**config.mk**
```make
export PLATFORM = sky130hd
export DESIGN_NAME = carregador_matrizes
export DESIGN_NICKNAME = d
export VERILOG_FILES = /design/src/rtl/carregador_matrizes.sv
export SDC_FILE = /design/constraint.sdc
export NUM_CORES = 1
export LEC_CHECK = 0
export CORE_MARGIN = 5
export CORE_UTILIZATION = 44
export DETAILED_ROUTE_END_ITERATION = 8
export MAX_ROUTING_LAYER = met4
export PLACE_DENSITY_LB_ADDON = 0.15
export SETUP_SLACK_MARGIN = 0.02
export SKIP_LAST_GASP = 1
export SLEW_MARGIN = 10
export SYNTH_ARGS = -nofsm -noshare
export SYNTH_HDL_FRONTEND = slang
export SYNTH_SLANG_ARGS = --single-unit
```
**constraint.sdc**
```tcl
create_clock -name clk -period 3.63 [get_ports clk]
set_clock_uncertainty 0.15 [all_clocks]
set_input_delay 0.5445 -clock clk [delete_from_list [all_inputs] [get_ports clk]]
set_output_delay 0.5445 -clock clk [all_outputs]
set_load 0.01 [all_outputs]
```
**src/rtl/carregador_matrizes.sv**
```systemverilog
// carregador_matrizes: packs a row-major byte stream into two flattened
// DIM x DIM operands and holds them stable for the downstream multiplier.
module carregador_matrizes #(
  parameter int ELEM_W      = 8,
  parameter int DIM         = 5,
  parameter int HOLD_CICLOS = 5
) (
  input  logic                      clk,
  input  logic                      rst_n,
  input  logic                      iniciar,
  input  logic [7:0]                tamanho,
  input  logic [ELEM_W-1:0]         dado,
  input  logic                      dado_valido,
  output logic                      dado_pronto,
  output logic [ELEM_W*DIM*DIM-1:0] matriz_a,
  output logic [ELEM_W*DIM*DIM-1:0] matriz_b,
  output logic [7:0]                tamanho_out,
  output logic                      matrizes_validas,
  output logic                      carga_concluida,
  output logic                      erro_tamanho
);

  localparam int MW = ELEM_W * DIM * DIM;
  localparam int AW = $clog2(MW);
  localparam int HW = $clog2(HOLD_CICLOS + 1);

  typedef enum logic [1:0] {
    OCIOSO,
    CARGA_A,
    CARGA_B,
    ESPERA
  } estado_t;

  estado_t       estado;
  logic [7:0]    linha;
  logic [7:0]    coluna;
  logic [HW-1:0] espera;
  logic [AW-1:0] base;
  logic          xfer;
  logic          fim_col;
  logic          fim_lin;
  logic          tam_ok;

  assign dado_pronto = (estado == CARGA_A) || (estado == CARGA_B);
  assign xfer        = dado_valido && dado_pronto;
  assign fim_col     = coluna == tamanho_out - 8'd1;
  assign fim_lin     = linha == tamanho_out - 8'd1;
  assign tam_ok      = (tamanho != 8'd0) && (tamanho <= 8'(DIM));

  // Row stride is always DIM, so small matrices leave the padding at zero.
  assign base = AW'(ELEM_W * (int'(coluna) + DIM * int'(linha)));

  always_ff @(posedge clk) begin
    if (!rst_n) begin
      estado           <= OCIOSO;
      linha            <= '0;
      coluna           <= '0;
      espera           <= '0;
      matriz_a         <= '0;
      matriz_b         <= '0;
      tamanho_out      <= '0;
      matrizes_validas <= 1'b0;
      carga_concluida  <= 1'b0;
      erro_tamanho     <= 1'b0;
    end else begin
      erro_tamanho <= 1'b0;
      unique case (estado)
        OCIOSO: begin
          if (iniciar) begin
            if (tam_ok) begin
              tamanho_out <= tamanho;
              matriz_a    <= '0;
              matriz_b    <= '0;
              linha       <= '0;
              coluna      <= '0;
              estado      <= CARGA_A;
            end else begin
              erro_tamanho <= 1'b1;
            end
          end
        end
        CARGA_A, CARGA_B: begin
          if (xfer) begin
            if (estado == CARGA_A) begin
              matriz_a[base +: ELEM_W] <= dado;
            end else begin
              matriz_b[base +: ELEM_W] <= dado;
            end
            if (fim_col) begin
              coluna <= '0;
              linha  <= linha + 8'd1;
            end else begin
              coluna <= coluna + 8'd1;
            end
            if (fim_col && fim_lin) begin
              linha <= '0;
              if (estado == CARGA_A) begin
                estado <= CARGA_B;
              end else begin
                estado           <= ESPERA;
                matrizes_validas <= 1'b1;
                espera           <= HW'(1);
                carga_concluida  <= (HOLD_CICLOS == 1);
              end
            end
          end
        end
        ESPERA: begin
          if (espera == HW'(HOLD_CICLOS)) begin
            estado           <= OCIOSO;
            matrizes_validas <= 1'b0;
            carga_concluida  <= 1'b0;
            espera           <= '0;
          end else begin
            espera          <= espera + HW'(1);
            carga_concluida <= (espera == HW'(HOLD_CICLOS - 1));
          end
        end
        default: estado <= OCIOSO;
      endcase
    end
  end

endmodule

```
==> metrics.txt <==
PortBufs 431; Power Total 10.2 mW; Post-Syn Area 16,100 um2; DP HPWL 43.9 mm; worst reg-to-reg setup slack 90 ps; starting density of the core 44.3%; first-pass GRT wire length 90.3 mm; final instance area 22,900 um2; vias per inst between 5 and 6; DR pass1 iterations 5; layout cells sized above 1 9.99%; Levels on crit path 10; slowest stage cell, crit path fa_1; CP max stage delay 540 ps; Mapped Nets 1,730; Syn Area/Cell 9.52 um2; crit path max fanout 8; Fmax between 0.2 and 0.3 GHz; top-area cell type share of the netlist area between 50% and 60%; final setup margin between 90 and 100 ps; # rows 70; most common cell after layout, fill and taps aside dfxtp_1; Yosys warnings 0; clock period minus worst slack 3540 ps; TritonCTS clock tree yes; period utilization 97.5%; Final Instance Count excl. Fillers 2,650; # IOs 432; Cell Chain, Critical Path ha_1 > ha_1 > fa_1 > nor3_1 > buf_4 > xnor2_1 > buf_4 > nor2_1 > nand4_1 > o2bb2ai_1; Routed Antenna Nets 0; Fin Hold WS a little over 300 ps; asr flop ratio synth 0%; Final Max Slew Viols 0; maximum vdd ir drop 0.369 mV; clk sinks between 400 and 500; Core Util, Final 63.0%; First DRT Iteration DRCs 1,182; synth top area cells dfxtp_1, o21ai_0, nand3_1; wire per inst 22.5 um; Placer Congestion 0.922; worst-case reg-to-reg path depth 10; Die X roughly 200 um; core area around 36,000 um2; DRC viols 0; initial antenna violation count 1; ys flop type dfxtp_1; cts bufs inserted 44; Lkg Pwr around 8 nW; area leader, netlist dfxtp_1; Clk pin slew, worst setup/hold paths ~60 ps; Via Count 15,172; Bufs and invs on worst path 2; worst path required time 3930 ps; synthesized flop and latch total 432; CP startpoint kind flop; sequential share of the synthesized area 53.7%; TNS Setup 0 ps; hold path depth 2; Max Cap Violations 0; most frequent cells in the layout dfxtp_1, clkdlybuf4s50_1, o21ai_0, nand2_1, nand3_1; final net count ~2,200; Setup Crit Path Kind reg -> reg; CTS Hold Bufs 0; pin count of the biggest net entering global routing 48; dpl cell area between 20,000 and 25,000 um2; Final Setup Violations 0; cells after synthesis 1,692; H-tree depth 2; n_diodes 0; vias in the first global route 14,570; Power Dens Cells 445 nW/um2; nature of the critical path endpoint flop; pre-CTS worst setup slack 20.3 ps; Hold Fails Final Rpt 0; final WL about 60 mm; Yosys cell types 70; total gr overflow 0; DIE HEIGHT 201 um; die area 40,500 um2; status completed; RSZ-0062 raised after global routing yes; CTS root buf clkbuf_16; Max-slew headroom about 51%; Post-Place Cells 2,568; Total Routing Usage GR 28.6%; Worst Path Arrival 3840 ps; clock latency on the worst-skew pair 530 ps; Area Overhead vs Synth 42.1%; Worst Hold Class reg -> reg; Longest Clk Path Bufs 3; Slew @ Worst Pin 727 ps; EDFF count, synth 0; family with the most delay on the worst path adder cells
==> metal layers <==
metal / share of wire (%) / GRT usage, % / vias up
li1: - / - / 7087
met1: 44 / 37.7 / 7366
met2: 46 / 44.5 / 632
met3: 7.8 / 6.95 / 87
met4: 2.6 / 6.96 / 0
met5: 0 / - / -
==> cells by family (layout without fill, tap and decap cells) <==
family / after synthesis / in the layout / share of synthesized area (%)
AOI/OAI and AO/OA: 515 / 515 / 21.7
xor gates and xnor gates: 44 / 44 / 2.86
adders and majority gates: 18 / 18 / 1.49
buffers and inverters: 124 / 614 / 3.14
DFF: 432 / 432 / 53.7
muxes: 9 / 9 / 0.645
and+or+nand+nor: 550 / 550 / 16.5
==> area by class of cell <==
cell class                      count  area, um2
Timing Repair Buffer              521       5040
Tap cell                          468        586
Clock buffer                       58       1240
Fill cell                        2992      13500
Sequential cell                   432       8650
Clock inverter                     20        256
Multi-Input combinational cell   1136       7060
Inverter                           15       56.3
==> power by group <==
| group | internal, mW | switching [mW] | total (mW) | leakage, nW |
|---|---|---|---|---|
| Combinational | 0.213 | 0.544 | 0.757 | 3.85 |
| Sequential | 4.75 | 0.00770 | 4.76 | 3.48 |
| Clock | 2.77 | 1.90 | 4.67 | 0.728 |
| Total | 7.74 | 2.45 | 10.2 | 8.06 |
==> final timing paths <==
check                                                from                          to
worst max register to register      linha[0]$_SDFFE_PN0P_  matriz_b[172]$_SDFFE_PN0P_
worst min register to register  matriz_b[94]$_SDFFE_PN0P_   matriz_b[94]$_SDFFE_PN0P_
worst min-delay path            matriz_b[94]$_SDFFE_PN0P_   matriz_b[94]$_SDFFE_PN0P_
worst max-delay path                linha[0]$_SDFFE_PN0P_  matriz_b[172]$_SDFFE_PN0P_
==> cell usage after synthesis (4+ instances only) <==
cell type  count
nor3_1        13
nand4_1       14
mux2i_1        7
xnor2_1       21
buf_2         17
a22o_1        79
inv_1         13
dfxtp_1      432
o221ai_1       9
nor3_2         4
a211oi_1      22
clkbuf_1      81
a2bb2o_1       8
a21oi_2        4
nor3b_1        4
o21ai_0      202
nand3_1      180
nor4_1         4
ha_1          16
o2bb2ai_1     80
xor2_1        18
and3_1        23
or3_1          4
o21ai_1       16
a32o_1        19
buf_1          7
nand2b_1       6
a21oi_1       51
o22ai_1        5
nor2_1        62
nand2_1      203
nor2b_1        4
==> state kept, by name, indices dropped and copies added (netlist names) <==
name / count
coluna: 8
matrizes_validas: 1
matriz_b: 200
matriz_a: 200
estado: 2
tamanho_out: 8
erro_tamanho: 1
linha: 8
espera: 3
carga_concluida: 1
==> tightest hold or removal path, delay by kind of cell (launching register included) <==
family             cells  cell delay (ps)
AOI/OAI and AO/OA      1               50
DFF                    1              320
and+or+nand+nor        1               40
==> repair_timing <==
action / 4_1_cts / 5_1_grt
gates resized for setup: 1 / 21
setup endpoints to repair: 8 / 195
buffers inserted: 0 / 4
pin swaps: 0 / 3
Power figures use the tool's default switching activity.
